<file path="src/rtl/key_pkg.sv">
// Shared definitions for the push-button debouncer: channel state
// encoding, board clock rate and time-to-cycle helpers.
package key_pkg;

  // Per-channel debounce state.
  typedef enum logic [1:0] {
    UP       = 2'd0,
    DEB_DOWN = 2'd1,
    DOWN     = 2'd2,
    DEB_UP   = 2'd3
  } key_fsm_e;

  // Board oscillator feeding CLOCK_50.
  localparam int CLK_HZ = 50000000;

  // Convert a duration in milliseconds to CLOCK_50 cycles.
  function automatic int ms_to_cycles(input int ms);
    return (CLK_HZ / 1000) * ms;
  endfunction

  // Larger of two integers, used to size the shared hold/repeat counter.
  function automatic int max_int(input int a, input int b);
    return (a > b) ? a : b;
  endfunction

endpackage

</file>
<file path="src/rtl/key_debounce_ch.sv">
// One push-button channel: 2-flop synchronizer, debounce FSM with its
// qualification counter, and the hold counter that drives auto-repeat.
module key_debounce_ch
  import key_pkg::*;
#(
  parameter int DEBOUNCE_CYCLES = 1000000,
  parameter int HOLD_CYCLES     = 25000000,
  parameter int REPEAT_CYCLES   = 5000000
) (
  input  logic i_clk,
  input  logic i_rst,
  input  logic i_key_n,
  output logic o_state,
  output logic o_press,
  output logic o_release,
  output logic o_repeat
);

  localparam int CNT_W    = $clog2(DEBOUNCE_CYCLES);
  localparam int HOLD_MAX = max_int(HOLD_CYCLES, REPEAT_CYCLES);
  localparam int HOLD_W   = (HOLD_MAX > 2) ? $clog2(HOLD_MAX) : 1;

  localparam logic [CNT_W-1:0]  CNT_ZERO  = '0;
  localparam logic [CNT_W-1:0]  CNT_ONE   = CNT_W'(1);
  localparam logic [CNT_W-1:0]  DEB_LAST  = CNT_W'(DEBOUNCE_CYCLES - 1);
  localparam logic [HOLD_W-1:0] HOLD_ZERO = '0;
  localparam logic [HOLD_W-1:0] HOLD_LAST = HOLD_W'(HOLD_CYCLES - 1);
  localparam logic [HOLD_W-1:0] REP_LAST  = HOLD_W'(REPEAT_CYCLES - 1);

  logic             r_sync1;
  logic             r_sync2;
  logic             w_pressed;
  key_fsm_e         r_fsm;
  logic [CNT_W-1:0] r_cnt;
  logic [HOLD_W-1:0] r_hold;
  logic             r_rep_phase;
  logic             w_hold_term;

  // Bring the asynchronous, active-low pin into the clock domain; reset
  // value 1 means "released" so nothing looks pressed coming out of reset.
  always_ff @(posedge i_clk) begin
    if (i_rst) begin
      r_sync1 <= 1'b1;
      r_sync2 <= 1'b1;
    end else begin
      r_sync1 <= i_key_n;
      r_sync2 <= r_sync1;
    end
  end

  assign w_pressed = ~r_sync2;

  // First repeat waits the long hold time, later ones the short period.
  assign w_hold_term = (r_hold == (r_rep_phase ? REP_LAST : HOLD_LAST));

  // Debounce FSM with registered level/strobe outputs and the hold counter.
  always_ff @(posedge i_clk) begin
    if (i_rst) begin
      r_fsm       <= UP;
      r_cnt       <= CNT_ZERO;
      r_hold      <= HOLD_ZERO;
      r_rep_phase <= 1'b0;
      o_state     <= 1'b0;
      o_press     <= 1'b0;
      o_release   <= 1'b0;
      o_repeat    <= 1'b0;
    end else begin
      o_press   <= 1'b0;
      o_release <= 1'b0;
      o_repeat  <= 1'b0;
      case (r_fsm)
        UP: begin
          r_hold      <= HOLD_ZERO;
          r_rep_phase <= 1'b0;
          if (w_pressed) begin
            r_fsm <= DEB_DOWN;
            r_cnt <= CNT_ONE;
          end
        end
        DEB_DOWN: begin
          if (!w_pressed) begin
            // Bounce: throw away all qualification progress.
            r_fsm <= UP;
            r_cnt <= CNT_ZERO;
          end else if (r_cnt == DEB_LAST) begin
            r_fsm       <= DOWN;
            r_cnt       <= CNT_ZERO;
            r_hold      <= HOLD_ZERO;
            r_rep_phase <= 1'b0;
            o_state     <= 1'b1;
            o_press     <= 1'b1;
          end else begin
            r_cnt <= r_cnt + 1'b1;
          end
        end
        DOWN: begin
          if (w_hold_term) begin
            r_hold      <= HOLD_ZERO;
            r_rep_phase <= 1'b1;
            o_repeat    <= 1'b1;
          end else begin
            r_hold <= r_hold + 1'b1;
          end
          if (!w_pressed) begin
            r_fsm <= DEB_UP;
            r_cnt <= CNT_ONE;
          end
        end
        DEB_UP: begin
          if (!w_pressed && (r_cnt == DEB_LAST)) begin
            // Release takes priority over a repeat due on the same edge.
            r_fsm       <= UP;
            r_cnt       <= CNT_ZERO;
            r_hold      <= HOLD_ZERO;
            r_rep_phase <= 1'b0;
            o_state     <= 1'b0;
            o_release   <= 1'b1;
          end else begin
            // Still held (or still qualifying the release): keep repeating.
            if (w_hold_term) begin
              r_hold      <= HOLD_ZERO;
              r_rep_phase <= 1'b1;
              o_repeat    <= 1'b1;
            end else begin
              r_hold <= r_hold + 1'b1;
            end
            if (w_pressed) begin
              // Glitch on a held key: back to DOWN, hold schedule preserved.
              r_fsm <= DOWN;
              r_cnt <= CNT_ZERO;
            end else begin
              r_cnt <= r_cnt + 1'b1;
            end
          end
        end
        default: begin
          r_fsm <= UP;
          r_cnt <= CNT_ZERO;
        end
      endcase
    end
  end

endmodule

</file>
<file path="src/rtl/key_debouncer.sv">
// Board push-button front end: one independent debounce/auto-repeat
// channel per KEY pin, outputs concatenated into per-key bit vectors.
module key_debouncer
  import key_pkg::*;
#(
  parameter int NUM_KEYS        = 4,
  parameter int DEBOUNCE_CYCLES = ms_to_cycles(20),
  parameter int HOLD_CYCLES     = ms_to_cycles(500),
  parameter int REPEAT_CYCLES   = ms_to_cycles(100)
) (
  input  logic                CLOCK_50,
  input  logic                rst,
  input  logic [NUM_KEYS-1:0] KEY,
  output logic [NUM_KEYS-1:0] key_state,
  output logic [NUM_KEYS-1:0] key_press,
  output logic [NUM_KEYS-1:0] key_release,
  output logic [NUM_KEYS-1:0] key_repeat
);

  // One identical channel per button.
  for (genvar g = 0; g < NUM_KEYS; g++) begin : g_ch
    key_debounce_ch #(
      .DEBOUNCE_CYCLES (DEBOUNCE_CYCLES),
      .HOLD_CYCLES     (HOLD_CYCLES),
      .REPEAT_CYCLES   (REPEAT_CYCLES)
    ) u_ch (
      .i_clk     (CLOCK_50),
      .i_rst     (rst),
      .i_key_n   (KEY[g]),
      .o_state   (key_state[g]),
      .o_press   (key_press[g]),
      .o_release (key_release[g]),
      .o_repeat  (key_repeat[g])
    );
  end

endmodule

</file>
<file path="config.mk">
export PLATFORM = sky130hd
export DESIGN_NAME = key_debouncer
export DESIGN_NICKNAME = d
export VERILOG_FILES = /design/src/rtl/key_pkg.sv /design/src/rtl/key_debounce_ch.sv /design/src/rtl/key_debouncer.sv
export SDC_FILE = /design/constraint.sdc
export NUM_CORES = 1
export LEC_CHECK = 0
export ABC_AREA = 1
export BUFFER_PORTS_ARGS = -buffer_cell sky130_fd_sc_hd__clkbuf_2
export CORE_UTILIZATION = 30
export DETAILED_ROUTE_END_ITERATION = 10
export GPL_TIMING_DRIVEN = 1
export PLACE_DENSITY = 0.47
export SYNTH_ARGS = -nofsm -noshare
export SYNTH_HDL_FRONTEND = slang
export SYNTH_SLANG_ARGS = --single-unit
</file>
<file path="constraint.sdc">
create_clock -name CLOCK_50 -period 1.8 [get_ports CLOCK_50]
set_input_delay 0.36 -clock CLOCK_50 [delete_from_list [all_inputs] [get_ports CLOCK_50]]
set_output_delay 0.36 -clock CLOCK_50 [all_outputs]
set_load 0.01 [all_outputs]
</file>
Word-level counts from Yosys, hierarchy flattened. Cells that the tools add are included.

Flip-flop bits (word level): 216. Latch bits: 0. Memory bits (writable): 0. ROM bits: 0. Bits of input ports: 6. Output and inout bits: 16. Logic and storage cells: 276. Memories kept: 0.

Add/sub/neg operators: 8. $mul: 0. Div/mod/pow operators: 0. Order comparisons: 0. Equal/unequal tests: 48. Shift operators: 0. Mux-type cells: 136. Bitwise operators: 8. Reduce and logical (&&, ||, !) cells: 36.

Operators with widths (count): $mux 25 (20); $mux 20 (24); $pmux 25 s4 (4); $pmux 20 s4 (4); $add 25x1->25 const B (4); $eq 25x25->1 (4); $add 20x1->20 const B (4); $eq 20x20->1 const B (4); $mux 2 (24); $mux 1 (44); $pmux 2 s4 (4); $reduce_and 4->1 (8); $ne 2x1->1 const B (12); $eq 2x2->1 const B (8); $ne 2x2->1 const B (8); $pmux 1 s2 (8); $pmux 1 s4 (4); $reduce_and 2->1 (8); $ne 3x1->1 const B (4); $ne 3x3->1 const B (4); $reduce_or 3->1 (4); $eq 2x1->1 const B (4); $logic_not 2->1 (4); $not 1->1 (8); other kinds (3) (12).

Depth between registers and ports, before layout. Gate-level depths: netlist of the first run.

Word-level depth: 5. Gate-level depth with buffers: 13. Mapped depth without buffers: 12.

Modules after synthesis. Synthesis of the first run repeated with hierarchy kept, for this count alone.

Cell total of the unflattened synthesis: 2105. Area, all modules: 14333.7 sq um.

Modules (own cells, without submodules): key_debounce_ch at g_ch[0].u_ch ... (instances 3, cells an instance 517, area each 3598.5 sq um, seq. area each 1081.0 sq um); key_debounce_ch at g_ch[3].u_ch (instances 1, cells an instance 554, area each 3538.4 sq um, seq. area each 1081.0 sq um).

Least setup slack after synthesis of the first run. No wires, ideal clock.

Path type: register to register. Start: register g_ch[1].u_ch.r_cnt[0]. End: register g_ch[1].u_ch.r_hold[8]. Library setup time: 116 ps. Arrival: 1575 ps. Data required time: 1684 ps. Path slack: 109 ps. Stages on the path, launching flop included: 10. Path buffers: 1. Period minus slack after synthesis: 1691 ps. Cells stage by stage: dfxtp_1 -> ha_1 -> nand3_1 -> nor2_1 -> nand3_2 -> o21ai_4 -> nand2_2 -> nand2_1 -> buf_4 -> nor2_1.

Word-level cells in the longest chain between the ends: 4. Elaborated cells on any way between the ends: 6. Classes of those cells: eq/ne (2); mux (2); reduce/logical (2).

Ends and longest elaborated chain: start, declared (line key_debounce_ch.sv:34) `logic [CNT_W-1:0] r_cnt;`; start signal, assigned (line key_debounce_ch.sv:93) `r_cnt <= r_cnt + 1'b1;`; start signal, assigned (line key_debounce_ch.sv:132) `r_cnt <= r_cnt + 1'b1;`; $eq 20x20->1 * (line key_debounce_ch.sv:85, key_debounce_ch.sv:110); $logic_and 1x1->1 (line key_debounce_ch.sv:110) `if (!w_pressed && (r_cnt == DEB_LAST)) begin`; $mux 25 (line key_debounce_ch.sv:110); $pmux 25 s4 (line key_debounce_ch.sv:71) `case (r_fsm)`; end signal, assigned (line key_debounce_ch.sv:102) `r_hold <= r_hold + 1'b1;`; end signal, assigned (line key_debounce_ch.sv:125) `r_hold <= r_hold + 1'b1;`; end, declared (line key_debounce_ch.sv:35) `logic [HOLD_W-1:0] r_hold;`.

Mark *: on every way between the ends. The rest lies on a longest branch, timed or not. A chain may end at the register's enable or synchronous reset.

Worst setup path after layout of the first run.
Start: register g_ch[3].u_ch.r_cnt[1]. End: register g_ch[3].u_ch.r_hold[23].

Word-level cells in the longest chain between the ends: 4. Elaborated cells on any way between the ends: 6. Classes of those cells: eq/ne (2); mux (2); reduce/logical (2).

Ends and longest elaborated chain (line): start, declared (key_debounce_ch.sv:34); start signal, assigned (key_debounce_ch.sv:93); start signal, assigned (key_debounce_ch.sv:132); $eq 20x20->1 * (key_debounce_ch.sv:85, key_debounce_ch.sv:110); $logic_and 1x1->1 (key_debounce_ch.sv:110); $mux 25 (key_debounce_ch.sv:110); $pmux 25 s4 (key_debounce_ch.sv:71); end signal, assigned (key_debounce_ch.sv:102); end signal, assigned (key_debounce_ch.sv:125); end, declared (key_debounce_ch.sv:35).

Marks and branches as above.

==> results.yml, run 1 <==
routing:
  firstDrtPassIters: 7
  wire_per_inst_um: 13.4
  top_layer: "met4"
  totalWireLength_um: 39200
  wl_met3_um: 1350
  ant_nets: 0
  drcViolationCount: 0
  vias: 13800
  wl_met2_um: 18200
  viasPerCell: 4.74
  m1WireLength_um: 18800
  drt_iter0_drc: 783
floorplan:
  die_w_um: 211
  rows: 76
  core_sq_mm: 0.0431
  start_util_pct: 30.4
  dieArea_sq_mm: 0.0445
  die_h_um: 211
  boundaryPins: 22
timing:
  slew_violations: 0
  setup_viol: 0
  max_freq_mhz: 576
  fin_skew_ns: 0.0156
  slew_headroom_pct: 69.3
  fin_crit_sh_pct: 96.5
  layout_min_cycle_time_ns: 1.74
  hold_viol_final: 0
  rsz0062_at_grt: "yes"
  tns_ns: 0
  tightest_slew_ns: 0.456
finish:
  nNetsFinal: 2322
  regArea_sq_mm: 0.00435
  finalInstanceArea_sq_mm: 0.0168
  final_core_util_pct: 39.0
  area_growth_syn_to_layout_pct: 28.2
  fillerInstances: 4586
  multi_input_area_sq_mm: 0.00774
  drive_gt1_share_pct: 20.0
  n_antenna_cell: 0
critical_path:
  path_max_fanout: 7
  critPathRequiredTime_ns: 2.25
  critical_path_class: "reg -> reg"
  arrival_ns: 2.19
  crit_path_end_kind: "register"
  startpoint_type: "register"
global_routing:
  antenna_found_initial: 0
  track_usage_pct: 17.1
  grt_max_degree: 58
  grt_pass1_vias: 12800
  grt_pass1_wl_um: 63200
  grt-ovfl-total: 0
clock_tree:
  cts_buffer_depth: 3
  insertion_delay_ns: 0.56
  path_clk_slew_ns: 0.06
  cts.sinks: 216
  root_buffer: "clkbuf_16"
  htreeDepth: 1
  cts_buffers: 28
  cts_tree: "yes"
synthesis:
  async_reset_ff_share_pct: 0
  netlist_area_sq_mm: 0.0131
  syn_avg_cell_area_sq_um: 6.21
  yosysWarnings: 0
  synthesis.nets: 2126
  synth_cell_types: 55
  synth_enable_flop_cells: 0
  ys.flop_type: "dfxtp_1"
  postSynthCellCount: 2112
  synth_seq_cells: 216
  yosysSeqAreaShare_pct: 33.0
place:
  dpl-instance-area_sq_mm: 0.0151
  dp_hpwl_um: 28800
  port_buffers: 21
  gp_congestion: 0.911
pwr:
  ir_drop_mv: 0.636
  power_density_mw_per_mm2: 640
  swShare_pct: 23.2
  p_leak_nw: 6.88
  power.switching_w: 0.00250
  combPwrFrac_pct: 4.0
  power_frac_clock_pct: 51.3
  internal_power_w: 0.00827
  p_seq_share_pct: 44.7
hold_path:
  hold_path.class: "in -> reg"
run_status:
  status: "finished clean"
job:
  maxCapViolations: 0
==> routing by layer <==
layer | track usage, % | vias to the layer above
met5 | 0 | -
met4 | 4.30 | 0
met3 | 2.10 | 54
met2 | 29.0 | 232
met1 | 22.8 | 6317
li1 | - | 7210
==> logic make-up (layout without fill, tap and decap cells) <==
logic type                 Yosys count  after routing  synth area share (%)
buffers and inverters              368            583                  11.6
AOI/OAI and AO/OA                  234            234                  10.2
xor gates and xnor gates            26             26                  1.74
and+or+nand+nor                   1260           1260                  42.7
adders and majority gates            8              8                 0.764
DFF                                216            216                  33.0
==> power groups by stage <==
stage	combinational (W)	clock [W]	sequential, W
2_1_floorplan	0.000198	0	0.00492
3_3_place_gp	0.000381	0	0.00492
3_5_place_dp	0.000382	0	0.00492
4_1_cts	0.000392	0.00574	0.00481
5_1_grt	0.000467	0.00590	0.00481
6_report	0.000428	0.00552	0.00481
==> cells in the mapped netlist, types with 3 or more instances <==
cell | instances | area share, %
a211oi_1 | 9 | 0.52
a21oi_1 | 101 | 3.9
a22oi_1 | 4 | 0.23
a31oi_1 | 3 | 0.14
and3_1 | 3 | 0.14
buf_1 | 6 | 0.17
buf_2 | 22 | 0.84
buf_4 | 22 | 1.3
buf_6 | 3 | 0.26
clkbuf_1 | 11 | 0.31
dfxtp_1 | 216 | 33
ha_1 | 8 | 0.76
inv_1 | 291 | 8.3
inv_2 | 11 | 0.31
nand2_1 | 564 | 16
nand2_2 | 15 | 0.72
nand3_1 | 207 | 7.9
nand3_2 | 5 | 0.38
nand3b_1 | 15 | 0.86
nand4_1 | 69 | 3.3
nand4_2 | 3 | 0.29
nor2_1 | 259 | 7.4
nor2_2 | 14 | 0.67
nor3_1 | 68 | 2.6
nor3_2 | 6 | 0.46
nor3b_1 | 4 | 0.23
nor4_1 | 7 | 0.33
o211ai_1 | 10 | 0.57
o21ai_0 | 76 | 2.9
o21ai_2 | 3 | 0.20
o21bai_1 | 9 | 0.52
o22ai_1 | 4 | 0.19
or2_2 | 12 | 0.57
xnor2_1 | 3 | 0.20
xor2_1 | 23 | 1.5
==> sequential cells by signal, indices dropped and copies added (netlist names) <==
register,flops
g_ch.u_ch.r_hold,100
g_ch.u_ch.r_cnt,80
g_ch.u_ch.r_fsm,8
g_ch.u_ch.o_press,4
g_ch.u_ch.o_release,4
g_ch.u_ch.o_repeat,4
g_ch.u_ch.o_state,4
g_ch.u_ch.r_rep_phase,4
g_ch.u_ch.r_sync1,4
g_ch.u_ch.r_sync2,4
==> placed cells by master, fill, tap and decap left out, drive strengths merged <==
cell type | Yosys | layout
dlygate4sd3 | 0 | 4
buf | 54 | 202
nor4 | 7 | 7
o221ai | 1 | 1
bufinv | 0 | 1
clkinv | 1 | 8
nand2 | 580 | 580
o211a | 1 | 1
a211oi | 9 | 9
nand4 | 72 | 72
o21a | 1 | 1
a21o | 1 | 1
and3 | 3 | 3
xor2 | 23 | 23
xnor2 | 3 | 3
nor3b | 4 | 4
o21bai | 10 | 10
ha | 8 | 8
o31ai | 1 | 1
a31oi | 3 | 3
a41oi | 1 | 1
clkinvlp | 0 | 4
clkbuf | 11 | 64
o2111ai | 2 | 2
or2 | 15 | 15
o21ai | 82 | 82
nand3b | 15 | 15
and2 | 1 | 1
o22ai | 4 | 4
nor2 | 275 | 275
dfxtp | 216 | 216
nor3 | 76 | 76
inv | 302 | 300
a31o | 2 | 2
nand3 | 212 | 212
a22oi | 4 | 4
a21oi | 102 | 102
o211ai | 10 | 10
==> path summary, 6_finish.rpt <==
kind / start / endpoint / slack, ns / cells past startpoint
worst min register to register: g_ch[2].u_ch.r_sync1$_SDFF_PP1_ / g_ch[2].u_ch.r_sync2$_SDFF_PP1_ / 0.41 / 1
worst max-delay path: g_ch[3].u_ch.r_cnt[1]$_SDFFE_PP0P_ / g_ch[3].u_ch.r_hold[23]$_SDFFE_PP0P_ / 0.06 / 12
worst max register to register: g_ch[3].u_ch.r_cnt[1]$_SDFFE_PP0P_ / g_ch[3].u_ch.r_hold[23]$_SDFFE_PP0P_ / 0.06 / 12
worst min-delay path: rst / g_ch[2].u_ch.r_cnt[8]$_SDFFE_PP0P_ / 0.09 / 2
==> stage by stage <==
| stage | hold WS, ns | power, W | setup WS, ns | instances |
|---|---|---|---|---|
| after CTS | 0.0681 | 0.0109 | -0.00214 | 2895 |
| after global routing | 0.0839 | 0.0112 | -0.0250 | 2912 |
| after detailed placement | 0.397 | 0.00530 | -0.0657 | 2842 |
| final | 0.0933 | 0.0108 | 0.0627 | 2912 |
| after floorplan | 0.389 | 0.00511 | 0.109 | 2112 |
| after global placement | 0.398 | 0.00530 | -0.00697 | 2842 |
==> worst max-delay path: stages (launching register included) <==
cell and delay, ns:
dfxtp_2 0.35, ha_4 0.14, nand2_2 0.06, inv_4 0.08
nand2_4 0.06, nor2_4 0.09, nand3_2 0.12, o21ai_4 0.19
buf_12 0.15, nand3_2 0.11, nand3_2 0.11, buf_6 0.12
nor2_1 0.04
==> area by class of cell <==
type	count	area share (%)
Tap cell	585	4.35
Clock inverter	9	0.432
Timing Repair inverter	1	0.0447
Timing Repair Buffer	230	11.5
Inverter	303	6.83
Sequential cell	216	25.9
Clock buffer	40	4.92
Multi-Input combinational cell	1528	46.0
==> timing repair <==
action,4_1_cts,5_1_grt
resized for setup,14,152
hold buffers,4,0
pin swaps,3,30
gates cloned,0,6
buffers inserted,0,11
hold endpoints to repair,4,0
setup endpoints to repair,28,146
Power figures use the tool's default switching activity.
==> run 2: changes to the inputs <==
MAX_ROUTING_LAYER = met4   (was unset)
==> results.yml, run 2 (same netlist as run 1, synthesis figures left out) <==
routing:
  vias: 13800
  viasPerCell: 4.74
  drcViolationCount: 0
  drt_iter0_drc: 770
  ant_nets: 0
  wire_per_inst_um: 13.5
  totalWireLength_um: 39400
  firstDrtPassIters: 5
critical_path:
  cp-startpoint: "g_ch[3].u_ch.r_cnt[1]$_SDFFE_PP0P_"
  critical_path_class: "reg -> reg"
  critPathTopFamily: "simple AND/OR/NAND/NOR gates"
  crit_chain: "ha_4, nand2_4, inv_4, nand2_4, nor2_4, nand3_4, o21ai_4, buf_6, buf_6, nand2_2, nand2_2, nand3_2, nor2_1"
  crit_path_end_kind: "register"
  startpoint_type: "register"
  arrival_ns: 2.21
  worst_path_max_delay_cell: "dfxtp_2"
  path_max_fanout: 5
  r2r-start: "g_ch[3].u_ch.r_cnt[1]$_SDFFE_PP0P_"
  critPathRequiredTime_ns: 2.29
  path_buf_inv: 3
  slowest_delay_ns: 0.35
finish:
  top_register: "g_ch.u_ch.r_hold"
  fillerInstances: 4629
  final_common_cell: "nand2_1"
  nNetsFinal: 2328
  drive_gt1_share_pct: 20.8
  n_antenna_cell: 0
  largest_reg_flops: 100
  reg_top3: "g_ch.u_ch.r_hold (100), g_ch.u_ch.r_cnt (80), g_ch.u_ch.r_fsm (8)"
  area_growth_syn_to_layout_pct: 28.6
  finalNonFillerCells: 2915
  most-common-layout-cells: "nand2_1 (539), inv_1 (282), nor2_1 (226)"
clock_tree:
  cts.sinks: 216
  cts_buffer_depth: 3
  htreeDepth: 1
  path_clk_slew_ns: 0.06
  root_buffer: "clkbuf_16"
  cts_tree: "yes"
  cts_buffers: 28
  insertion_delay_ns: 0.56
timing:
  fin_crit_sh_pct: 95.7
  rsz0062_at_grt: "yes"
  fin_skew_ns: 0.0128
  whs_ns: 0.163
  hold_viol_final: 0
  tightest_slew_ns: 0.500
  max_freq_mhz: 580
  slew_violations: 0
  worst_slack_ns: 0.0768
  setup_viol: 0
  slew_headroom_pct: 66.4
  layout_min_cycle_time_ns: 1.72
pwr:
  power.total_w: 0.0107
  p_leak_nw: 6.95
  power.switching_w: 0.00245
  power_density_mw_per_mm2: 634
  ir_drop_mv: 0.721
  power_frac_clock_pct: 51.0
  p_seq_share_pct: 45.0
  combPwrFrac_pct: 3.9
  swShare_pct: 22.9
  internal_power_w: 0.00825
global_routing:
  top_usage_layer: "met2"
  antenna_found_initial: 0
  track_usage_pct: 18.3
  gr-usage-met3_pct: 2.19
  grt_pass1_wl_um: 65700
  grt-ovfl-total: 0
  grt_max_degree: 57
  grt_pass1_vias: 13400
  grt_util_met1_pct: 23.4
  grt_util_met2_pct: 30.3
hold_path:
  hold_path.class: "in -> reg"
  min-delay-start: "rst"
floorplan:
  start_util_pct: 30.4
  dieArea_sq_mm: 0.0445
  boundaryPins: 22
  rows: 76
  die_w_um: 211
  die_h_um: 211
  core_sq_mm: 0.0431
job:
  maxCapViolations: 0
place:
  gp_congestion: 0.907
  placedCellCount: 2846
  port_buffers: 21
  dp_hpwl_um: 29200
  pre_cts_ws_ns: -0.0553
run_status:
  status: "finished clean"
==> run 2: changes by cell type in the layout (fill, tap and decap cells not counted), sizes merged <==
cell / before / now
buf: 202 / 209
clkinv: 8 / 5
clkinvlp: 4 / 1
clkbuf: 64 / 65
inv: 300 / 301
==> run 2: final timing paths <==
| kind | slack (ns) | cells after the start | end |
|---|---|---|---|
| max | 0.08 | 13 | g_ch[3].u_ch.r_hold[5]$_SDFFE_PP0P_ |
| min | 0.16 | 4 | g_ch[2].u_ch.r_cnt[5]$_SDFFE_PP0P_ |
| max reg2reg | 0.08 | 13 | g_ch[3].u_ch.r_hold[5]$_SDFFE_PP0P_ |
| min reg2reg | 0.41 | 1 | g_ch[0].u_ch.r_sync2$_SDFF_PP1_ |
==> run 2: what timing repair did <==
| action | CTS | global route |
|---|---|---|
| gates resized for setup | 7 | 189 |
| pin swaps | 3 | 43 |
| gates cloned | 0 | 5 |
| setup buffers | 0 | 14 |
| setup endpoints to repair | 23 | 147 |
| hold buffers | 4 | 0 |
| hold endpoints to repair | 4 | 0 |
==> run 2: per-stage QoR <==
stage                     area [sq um]  util (%)  setup TNS (ns)
after floorplan                  13100         -               0
after global placement           15100      35.1         -0.0501
after detailed placement         15100      35.1          -0.217
after CTS                        16100      37.4               0
after global routing             16900      39.1          -0.597
final                            16900      39.1               0
==> run 2: tightest hold or removal path, stage by stage <==
cell and delay, ns:
buf_4 0.15, a21oi_4 0.07, nand2_1 0.06, a21oi_1 0.03
==> run 2: layout make-up <==
| cell class | instances | area, sq um | area share [%] |
|---|---|---|---|
| clock buffer | 41 | 831 | 4.93 |
| clock inverter | 5 | 50.0 | 0.297 |
| inverter | 303 | 1140 | 6.79 |
| multi-input combinational | 1528 | 7770 | 46.1 |
| sequential | 216 | 4370 | 25.9 |
| tap | 585 | 732 | 4.34 |
| timing repair buffer | 237 | 1960 | 11.6 |
==> run 2: power groups by stage <==
stage	Clock (W)	Combinational (W)	Sequential, W
6_report	0.00546	0.000419	0.00482
5_1_grt	0.00585	0.000456	0.00481
4_1_cts	0.00566	0.000393	0.00481
3_5_place_dp	0	0.000384	0.00492
3_3_place_gp	0	0.000381	0.00492
2_1_floorplan	0	0.000198	0.00492
==> run 2: per-layer routing <==
metal	part of all wire (%)	vias up
met5	0	-
met4	2.8	0
met3	3.5	67
met2	46	224
met1	48	6312
li1	-	7219
==> run 3: changes to the inputs <==
CORE_ASPECT_RATIO = 0.8   (was unset)
==> results.yml, run 3 (same netlist as run 1, synthesis figures left out) <==
finish:
  drive_gt1_share_pct: 19.6
  largest_reg_flops: 100
  final_common_cell: "nand2_1"
  n_antenna_cell: 0
  top_register: "g_ch.u_ch.r_hold"
  reg_top3: "g_ch.u_ch.r_hold (100), g_ch.u_ch.r_cnt (80), g_ch.u_ch.r_fsm (8)"
  nNetsFinal: 2317
  most-common-layout-cells: "nand2_1 (545), inv_1 (286), nor2_1 (230)"
  area_growth_syn_to_layout_pct: 27.6
  finalNonFillerCells: 2880
  fillerInstances: 4576
  finalInstanceArea_sq_mm: 0.0167
timing:
  worst_slack_ns: 0.0615
  fin_skew_ns: 0.00954
  tightest_slew_ns: 0.526
  max_freq_mhz: 575
  fin_crit_sh_pct: 96.6
  rsz0062_at_grt: "yes"
  slew_headroom_pct: 64.6
  layout_min_cycle_time_ns: 1.74
  setup_viol: 0
  hold_viol_final: 0
  slew_violations: 0
critical_path:
  r2r_cells: 12
  startpoint_type: "register"
  arrival_ns: 2.18
  crit_path_end_kind: "register"
  critical_path_class: "reg -> reg"
  critPathRequiredTime_ns: 2.24
  path_max_fanout: 6
floorplan:
  boundaryPins: 22
  die_w_um: 236
  core_sq_mm: 0.0431
  dieArea_sq_mm: 0.0445
  start_util_pct: 30.4
  rows: 68
  die_h_um: 189
clock_tree:
  cts_buffers: 26
  root_buffer: "clkbuf_16"
  cts.sinks: 216
  cts_buffer_depth: 3
  path_clk_slew_ns: 0.06
  htreeDepth: 1
  insertion_delay_ns: 0.55
  cts_tree: "yes"
place:
  port_buffers: 21
  placedCellCount: 2809
  dp_hpwl_um: 28700
  dpl-instance-area_sq_mm: 0.0151
  gp_congestion: 0.930
  pre_cts_ws_ns: -0.0474
pwr:
  power.total_w: 0.0107
  p_leak_nw: 6.88
  ir_drop_mv: 0.644
  power_density_mw_per_mm2: 641
hold_path:
  hold_path.class: "in -> reg"
  hold_path_depth: 2
routing:
  wire_per_inst_um: 13.7
  ant_nets: 0
  vias: 13800
  totalWireLength_um: 39400
  drcViolationCount: 0
  firstDrtPassIters: 5
  drt_iter0_drc: 954
  viasPerCell: 4.81
global_routing:
  grt_pass1_wl_um: 64500
  antenna_found_initial: 0
  grt_max_degree: 42
  grt_pass1_vias: 12800
  grt-ovfl-total: 0
  track_usage_pct: 17.6
job:
  maxCapViolations: 0
run_status:
  status: "finished clean"
==> run 3: worst paths after layout <==
path / startpoint / endpoint / slack (ns)
min reg2reg: g_ch[2].u_ch.r_sync1$_SDFF_PP1_ / g_ch[2].u_ch.r_sync2$_SDFF_PP1_ / 0.41
max: g_ch[3].u_ch.r_cnt[0]$_SDFFE_PP0P_ / g_ch[3].u_ch.r_hold[0]$_SDFFE_PP0P_ / 0.06
max reg2reg: g_ch[3].u_ch.r_cnt[0]$_SDFFE_PP0P_ / g_ch[3].u_ch.r_hold[0]$_SDFFE_PP0P_ / 0.06
min: KEY[2] / g_ch[2].u_ch.r_sync1$_SDFF_PP1_ / 0.02
==> run 3: worst max-delay path, stage by stage (launching register included) <==
cell and delay, ns:
dfxtp_2 0.35, ha_4 0.15, nand2_4 0.05, inv_4 0.08
nand2_4 0.06, nor2_4 0.14, nand3_4 0.09, o21ai_4 0.16
buf_12 0.16, nand2_2 0.08, nand3_4 0.11, clkbuf_16 0.16
nor2_1 0.04
==> run 3: metrics by stage <==
step | setup TNS [ns] | utilization (%) | hold slack [ns]
floorplan | 0 | - | 0.389
global placement | 0 | 34.9 | 0.394
detailed placement | -0.286 | 34.9 | 0.392
CTS | -0.0419 | 37.1 | 0.00468
global route | -2.33 | 38.8 | 0.00907
finish | 0 | 38.8 | 0.0205
==> run 3: cell type report <==
type	count	area, sq um	share of cell area [%]
clock buffers	41	818	4.89
clock inverters	4	70.1	0.419
inverters	303	1140	6.84
multi-input cells	1528	7700	46.0
flip-flops and latches	216	4350	26.0
well taps	560	701	4.19
repair buffers	227	1930	11.6
repair inverters	1	7.51	0.0449
==> run 3: repair_timing <==
action / in CTS / in global routing
pin swaps: 6 / 30
cloned: 0 / 5
gates resized for setup: 7 / 145
endpoints found under the hold margin: 3 / 0
buffers inserted: 1 / 17
setup endpoints to repair: 30 / 158
hold buffers: 3 / 0
==> run 3: metal layers <==
layer	global-route usage, %	vias up	share of wire, %
met2	26.2	291	42
met5	-	-	0
met1	25.2	6308	52
met4	3.77	0	1.8
li1	-	7193	-
met3	2.51	52	4.6
==> run 3: power by group <==
| group | internal [W] | switching (W) |
|---|---|---|
| sequential | 0.00480 | 0.0000153 |
| clock | 0.00337 | 0.00213 |
| combinational | 0.000152 | 0.000258 |
